===== src/rtl/rf_alu_pkg.sv =====
// Shared encodings for the register-file / ALU datapath: ALU operation
// codes, write-back source select, the PSW flag bundle and small helpers.
package rf_alu_pkg;

   // ALU operation select; codes 11..15 are unassigned and act as PASSA
   typedef enum logic [3:0] {
      ALU_ADD   = 4'd0,
      ALU_ADC   = 4'd1,
      ALU_SUB   = 4'd2,
      ALU_SBB   = 4'd3,
      ALU_AND   = 4'd4,
      ALU_OR    = 4'd5,
      ALU_XOR   = 4'd6,
      ALU_PASSA = 4'd7,
      ALU_SHL   = 4'd8,
      ALU_SHR   = 4'd9,
      ALU_SAR   = 4'd10
   } alu_op_e;

   // Write-back source select; WB_NONE blocks the register-file write
   typedef enum logic [1:0] {
      WB_MEM  = 2'b00,
      WB_RES  = 2'b01,
      WB_IL   = 2'b10,
      WB_NONE = 2'b11
   } wb_sel_e;

   // Register index width carried in the instruction fields
   localparam int REG_AW = 3;

   // Processor status word, packed in the order the flags are exported
   typedef struct packed {
      logic c;
      logic z;
      logic n;
      logic v;
   } psw_t;

   // A register-file write happens only when enabled and a real source is chosen
   function automatic logic wb_writes(input logic wbrf, input logic [1:0] sel);
      return wbrf && (sel != WB_NONE);
   endfunction

   // Signed overflow of a + b, from the operand and result sign bits
   function automatic logic ovf_add(input logic a_s, input logic b_s, input logic r_s);
      return (a_s == b_s) && (r_s != a_s);
   endfunction

   // Signed overflow of a - b, from the operand and result sign bits
   function automatic logic ovf_sub(input logic a_s, input logic b_s, input logic r_s);
      return (a_s != b_s) && (r_s != a_s);
   endfunction

endpackage


===== src/rtl/alu_gen.sv =====
// Purely combinational ALU: arithmetic with carry/borrow, logic ops,
// pass-through and three shifts. Flags are derived from the result here;
// the caller decides whether to register them.
module alu_gen
   import rf_alu_pkg::*;
#(
   parameter int DW = 16
) (
   input  logic [DW-1:0] A,
   input  logic [DW-1:0] B,
   input  logic          Cin,
   input  logic [3:0]    ALUop,
   output logic [DW-1:0] Sum,
   output logic          C,
   output logic          Z,
   output logic          N,
   output logic          V
);

   localparam int SW = $clog2(DW);

   logic [SW-1:0] amt;
   logic [DW:0]   wide;
   logic [DW-1:0] r;
   logic          c;
   logic          v;

   // Shift amount is the low bits of B; larger values wrap
   assign amt = B[SW-1:0];

   // Operation decode; shifts run one bit wider so the bit shifted out lands
   // in a fixed position and a zero shift yields carry 0 with no special case
   always_comb begin
      // NOTE: every output of this block gets a default first, so no path can leave one unassigned and infer a latch.
      wide = '0;
      r    = A;
      c    = 1'b0;
      v    = 1'b0;
      case (ALUop)
         ALU_ADD: begin
            wide = {1'b0, A} + {1'b0, B};
            r    = wide[DW-1:0];
            c    = wide[DW];
            v    = ovf_add(A[DW-1], B[DW-1], r[DW-1]);
         end
         ALU_ADC: begin
            wide = {1'b0, A} + {1'b0, B} + {{DW{1'b0}}, Cin};
            r    = wide[DW-1:0];
            c    = wide[DW];
            v    = ovf_add(A[DW-1], B[DW-1], r[DW-1]);
         end
         ALU_SUB: begin
            wide = {1'b0, A} - {1'b0, B};
            r    = wide[DW-1:0];
            c    = wide[DW];
            v    = ovf_sub(A[DW-1], B[DW-1], r[DW-1]);
         end
         ALU_SBB: begin
            wide = {1'b0, A} - {1'b0, B} - {{DW{1'b0}}, Cin};
            r    = wide[DW-1:0];
            c    = wide[DW];
            v    = ovf_sub(A[DW-1], B[DW-1], r[DW-1]);
         end
         ALU_AND: r = A & B;
         ALU_OR:  r = A | B;
         ALU_XOR: r = A ^ B;
         ALU_SHL: begin
            wide = {1'b0, A} << amt;
            r    = wide[DW-1:0];
            c    = wide[DW];
         end
         ALU_SHR: begin
            wide = {A, 1'b0} >> amt;
            r    = wide[DW:1];
            c    = wide[0];
         end
         ALU_SAR: begin
            wide = $signed({A, 1'b0}) >>> amt;
            r    = wide[DW:1];
            c    = wide[0];
         end
         default: r = A;
      endcase
   end

   assign Sum = r;
   assign C   = c;
   assign V   = v;
   assign Z   = ~|r;
   assign N   = r[DW-1];

endmodule


===== src/rtl/rf_alu_gen.sv =====
// Register file with write-first bypass, ID/EXE operand buffers, result
// register and PSW around the alu_gen datapath. Write-back target is always
// rd; the ALU sees the buffered operands and the registered carry.
module rf_alu_gen
   import rf_alu_pkg::*;
#(
   parameter int DW   = 16,
   parameter int NREG = 8
) (
   input  logic          clk,
   input  logic          Reset,
   input  logic [15:0]   Ins,
   input  logic [DW-1:0] WBData,
   input  logic          WBRF,
   input  logic [1:0]    WBsel,
   input  logic          RBresource,
   input  logic          OprandB,
   input  logic          LI,
   input  logic          Buff_IDEXE,
   input  logic          Buff_EXEWB,
   input  logic [3:0]    ALUop,
   input  logic          FlagWE,
   output logic [DW-1:0] Sum,
   output logic [DW-1:0] Res,
   output logic [DW-1:0] IL_EXE,
   output logic [DW-1:0] StoreData,
   output logic [DW-1:0] OutR,
   output logic          C,
   output logic          Z,
   output logic          N,
   output logic          V
);

   // Instruction fields (imm5 overlaps rn, imm8 overlaps rm/rn)
   logic [REG_AW-1:0] rd;
   logic [REG_AW-1:0] rm;
   logic [REG_AW-1:0] rn;
   logic [REG_AW-1:0] rb_addr;
   logic [4:0]        imm5;
   logic [7:0]        imm8;
   logic              unused_ins;

   assign rd         = Ins[10:8];
   assign rm         = Ins[7:5];
   assign rn         = Ins[4:2];
   assign imm5       = Ins[4:0];
   assign imm8       = Ins[7:0];
   assign unused_ins = ^Ins[15:11];
   assign rb_addr    = RBresource ? rd : rn;

   logic [DW-1:0] rf [NREG];
   logic [DW-1:0] wb_val;
   logic          wb_en;
   logic [DW-1:0] rd_a;
   logic [DW-1:0] rd_b;
   logic [DW-1:0] b_src;
   logic [DW-1:0] il_src;
   logic [DW-1:0] b_buf;
   psw_t          psw;
   psw_t          alu_flags;
   logic          alu_c;
   logic          alu_z;
   logic          alu_n;
   logic          alu_v;

   // Write-back source mux; the reserved select is masked off by wb_en
   always_comb begin
      case (WBsel)
         WB_RES:  wb_val = Res;
         WB_IL:   wb_val = IL_EXE;
         default: wb_val = WBData;
      endcase
   end

   assign wb_en = wb_writes(WBRF, WBsel);

   // Read ports forward a same-cycle write so a buffer load sees the new value
   assign rd_a = (wb_en && (rd == rm))      ? wb_val : rf[rm];
   assign rd_b = (wb_en && (rd == rb_addr)) ? wb_val : rf[rb_addr];

   // ALU B operand and load-immediate forms (LLI zero-extends, LHI keeps low bits)
   assign b_src  = OprandB ? {{(DW-5){1'b0}}, imm5} : rd_b;
   assign il_src = LI ? {{(DW-8){1'b0}}, imm8} : {imm8, rd_b[DW-9:0]};

   // Register file write on rd; cleared as a whole by reset
   always_ff @(posedge clk or negedge Reset) begin
      if (!Reset) begin
         // NOTE: the register file is flops, not a RAM macro, because reset must clear every entry asynchronously.
         for (int i = 0; i < NREG; i++) rf[i] <= '0;
      end else if (wb_en) begin
         // NOTE: state uses non-blocking assignments so every flop samples pre-edge values regardless of block order.
         rf[rd] <= wb_val;
      end
   end

   // ID/EXE operand buffers, loaded together and held otherwise
   always_ff @(posedge clk or negedge Reset) begin
      if (!Reset) begin
         OutR      <= '0;
         b_buf     <= '0;
         StoreData <= '0;
         IL_EXE    <= '0;
      end else if (Buff_IDEXE) begin
         OutR      <= rd_a;
         b_buf     <= b_src;
         StoreData <= rd_b;
         IL_EXE    <= il_src;
      end
   end

   alu_gen #(
      .DW(DW)
   ) u_alu (
      .A     (OutR),
      .B     (b_buf),
      .Cin   (psw.c),
      .ALUop (ALUop),
      .Sum   (Sum),
      .C     (alu_c),
      .Z     (alu_z),
      .N     (alu_n),
      .V     (alu_v)
   );

   assign alu_flags = {alu_c, alu_z, alu_n, alu_v};

   // Result register and PSW; flags move only together with a result load
   always_ff @(posedge clk or negedge Reset) begin
      if (!Reset) begin
         Res <= '0;
         psw <= '0;
      end else if (Buff_EXEWB) begin
         Res <= Sum;
         if (FlagWE) psw <= alu_flags;
      end
   end

   assign C = psw.c;
   assign Z = psw.z;
   assign N = psw.n;
   assign V = psw.v;

endmodule


===== config.mk =====
export PLATFORM = sky130hd
export DESIGN_NAME = rf_alu_gen
export DESIGN_NICKNAME = d
export VERILOG_FILES = /design/src/rtl/rf_alu_pkg.sv /design/src/rtl/alu_gen.sv /design/src/rtl/rf_alu_gen.sv
export SDC_FILE = /design/constraint.sdc
export NUM_CORES = 1
export LEC_CHECK = 0
export BUFFER_PORTS_ARGS = -buffer_cell sky130_fd_sc_hd__buf_4
export CAP_MARGIN = 20
export CORE_MARGIN = 3
export CORE_UTILIZATION = 55
export CTS_BUF_LIST = sky130_fd_sc_hd__clkbuf_8
export DETAILED_ROUTE_END_ITERATION = 7
export PLACE_DENSITY = 0.72
export SYNTH_ARGS = -nofsm -noshare
export SYNTH_HDL_FRONTEND = slang
export SYNTH_SLANG_ARGS = --single-unit

===== constraint.sdc =====
create_clock -name clk -period 14.2 [get_ports clk]
set_clock_uncertainty 0.15 [all_clocks]
set_input_delay 4.26 -clock clk [delete_from_list [all_inputs] [get_ports clk]]
set_output_delay 4.26 -clock clk [all_outputs]
set_load 0.01 [all_outputs]

==> flow_metrics.py <==
metrics = {
    "status": {
        "outcome": "complete, no violations",
    },
    "floorplanning": {
        "die_x_um": 177,
        "die-area_um2": 31300,
        "boundaryPins": 131,
        "die_y_um": 177,
        "fp-row-count": 61,
        "start_util": 0.568,
        "core_area_um2": 28300,
    },
    "synth": {
        "async_reset_ff_frac": 1.00,
        "avgSynthCellArea_um2": 9.05,
        "syn_nets": 1883,
        "yosysMostFrequentCell": "nand2_1",
        "synth_top_area_share": 0.330,
        "synth_warnings": 0,
        "synth-edff-count": 0,
        "synthFlopType": "dfrtp_1",
        "ys_ff_latch": 212,
        "netlist_top_cells_count": "nand2_1 (234), o21ai_0 (217), dfrtp_1 (212)",
        "synth_top_area_cell": "dfrtp_1",
        "ys_top_cells_by_area": "dfrtp_1 (33%), mux4_2 (11%), o21ai_0 (6.8%), nand2_1 (5.5%), mux2_2 (4.5%)",
        "netlist_instances": 1778,
        "synth_area_um2": 16100,
        "yosysUniqueCellTypes": 87,
        "ys_seq_area_frac": 0.330,
    },
    "finish": {
        "n_antenna_cell": 0,
        "instances_no_fill": 2235,
        "nets": 1936,
        "fin_area_um2": 18000,
        "syn_to_final_growth_pct": 11.6,
        "post_route_cells_drive_above_1_share": 0.200,
    },
    "clock_tree": {
        "clk_latency_ps": 540,
        "cts_resized": 0,
        "clkSinkCount": 212,
        "postCtsSetupRepairBufs": 0,
        "holdBufCountCts": 0,
        "cts.path.max_buffers": 3,
        "path_clk_slew_ps": 50,
        "cts_max_level": 2,
        "ctsRootBufferMaster": "clkbuf_8",
        "cts_buffers": 39,
        "cts_tree": "built",
    },
    "setup_path": {
        "worstSetupEndpointType": "output port",
        "cp_max_fo": 29,
        "arrival_ps": 7350,
        "cp.required_ps": 9790,
        "worstSetupStartpointType": "input pin",
        "path_class": "input pin to output port",
        "r2r_cells": 12,
    },
    "routing": {
        "via_per_inst": 6.63,
        "drtAntennaViolNets": 0,
        "drc": 0,
        "avgRoutedWirePerCell_um": 24.6,
        "firstDrtPassIters": 6,
        "vias": 14800,
        "finalWirelength_mm": 55.1,
        "drtIter0Drc": 1800,
    },
    "power": {
        "switching_share": 0.420,
        "pwr-share-comb": 0.459,
        "p_seq_frac": 0.329,
        "p_leak_nw": 7.62,
        "switching_power_mw": 1.14,
        "p_per_area_nw_per_um2": 151,
        "clkPwrFrac": 0.213,
        "p_total_mw": 2.70,
        "intPower_mw": 1.57,
        "ir_drop_uv": 104,
    },
    "sta": {
        "max_freq_mhz": 85.0,
        "tns_ps": 0,
        "fin_crit_sh": 0.828,
        "worstMarginPinSlew_ps": 1140,
        "rsz0062_at_grt": "false",
        "slew_headroom": 0.238,
        "finalSetupViolCount": 0,
        "drv_slew": 0,
        "fin_crit_ps": 11760,
        "finalHoldViolCount": 0,
    },
    "min_path": {
        "min_path_cells": 2,
        "hp-class": "flop to flop",
    },
    "place": {
        "place_inst": 2167,
        "dp_hpwl_mm": 39.1,
        "gp_congestion": 0.973,
        "portBuffers": 125,
        "dpl_cell_area_um2": 17200,
    },
    "global_route": {
        "antenna_found_initial": 0,
        "grt_max_degree": 101,
        "grt_pass1_wl_mm": 84.6,
        "grt-ovfl-total": 0,
        "grt_pass1_vias": 14300,
        "grt_usage": 0.348,
    },
    "job": {
        "drv_cap": 0,
    },
}
[metal layers]
layer	GRT usage	vias to the layer above	routed length [um]
met5	0	-	0
met2	0.569	715	26200
met3	0.0463	137	3900
met1	0.471	7312	22500
li1	-	6651	-
met4	0.145	0	2490
[cells by family after synthesis]
group / share of synthesized area
compound gates: 0.217
xor+xnor: 0.0262
fa+ha+maj: 0.0461
buf+inv: 0.0494
flops: 0.330
mux: 0.178
simple gates: 0.153
[worst paths after layout]
| kind | to | from | slack (ps) |
|---|---|---|---|
| min in group asynchronous | rf[51]$_DFFE_PN0P_ | Reset | 3580 |
| worst max-delay path | Sum[9] | ALUop[1] | 2440 |
| worst min register to register | rf[36]$_DFFE_PN0P_ | rf[36]$_DFFE_PN0P_ | 350 |
| max in group asynchronous | b_buf[1]$_DFFE_PN0P_ | Reset | 8930 |
| worst min-delay path | rf[36]$_DFFE_PN0P_ | rf[36]$_DFFE_PN0P_ | 350 |
| worst max register to register | Res[15]$_DFFE_PN0P_ | b_buf[1]$_DFFE_PN0P_ | 8390 |
[through the flow]
| step | util | setup slack, ps | hold slack (ps) |
|---|---|---|---|
| final | 0.634 | 2440 | 345 |
| after global routing | 0.634 | 2330 | 370 |
| after CTS | 0.633 | 2530 | 349 |
| after detailed placement | 0.606 | 2540 | 333 |
| after global placement | 0.606 | 2530 | 324 |
| after floorplan | - | 3530 | 311 |
[cell type report]
| cell class | count | area (um^2) |
|---|---|---|
| Inverter | 65 | 244 |
| Multi-Input combinational cell | 1364 | 10000 |
| Sequential cell | 212 | 5310 |
| Clock inverter | 18 | 96.3 |
| Tap cell | 378 | 473 |
| Clock buffer | 49 | 674 |
| Fill cell | 2446 | 10400 |
| Timing Repair Buffer | 149 | 1140 |
[critical path: stages]
cell       delay [ps]
buf_4             330
nor4bb_1          740
o21ai_0           200
o22ai_1           340
a22oi_1           220
o2111ai_1         440
a221oi_2           70
a31oi_1           520
buf_4             220
[flip-flops by register name, indices dropped and copies added, names as in the netlist]
register / cells
C: 1
IL_EXE: 16
N: 1
OutR: 16
Res: 16
StoreData: 16
V: 1
Z: 1
b_buf: 16
rf: 128
[placed cells by master, fill, tap and decap left out, drive strengths merged, types with 7 or more instances in the layout]
master    n
nand4     7
nand3    25
nor2b    27
clkbuf   50
o221ai    8
nand3b   15
and2      8
a211oi   47
mux2i    46
ha       56
and3      8
o21a     12
o211ai   14
or3       7
or2      11
a22oi    23
o21ai   217
clkinv    7
nor2    110
nand2b   11
nand2   234
xnor2    37
mux4     75
a21oi   103
nor3     22
a31oi    13
inv      74
o22ai     8
a221oi   10
a21o     11
dfrtp   212
nor4     17
mux2     64
buf     148
o21bai    7
a211o    12
[power by group through the flow]
stage | clock network [mW] | logic [mW] | registers (mW)
after global routing | 0.610 | 1.34 | 0.902
final | 0.575 | 1.24 | 0.888
after floorplan | 0 | 0.841 | 0.843
after CTS | 0.582 | 1.22 | 0.880
after global placement | 0 | 1.19 | 0.881
after detailed placement | 0 | 1.21 | 0.889
No activity file was read; power rests on OpenSTA's default activity.
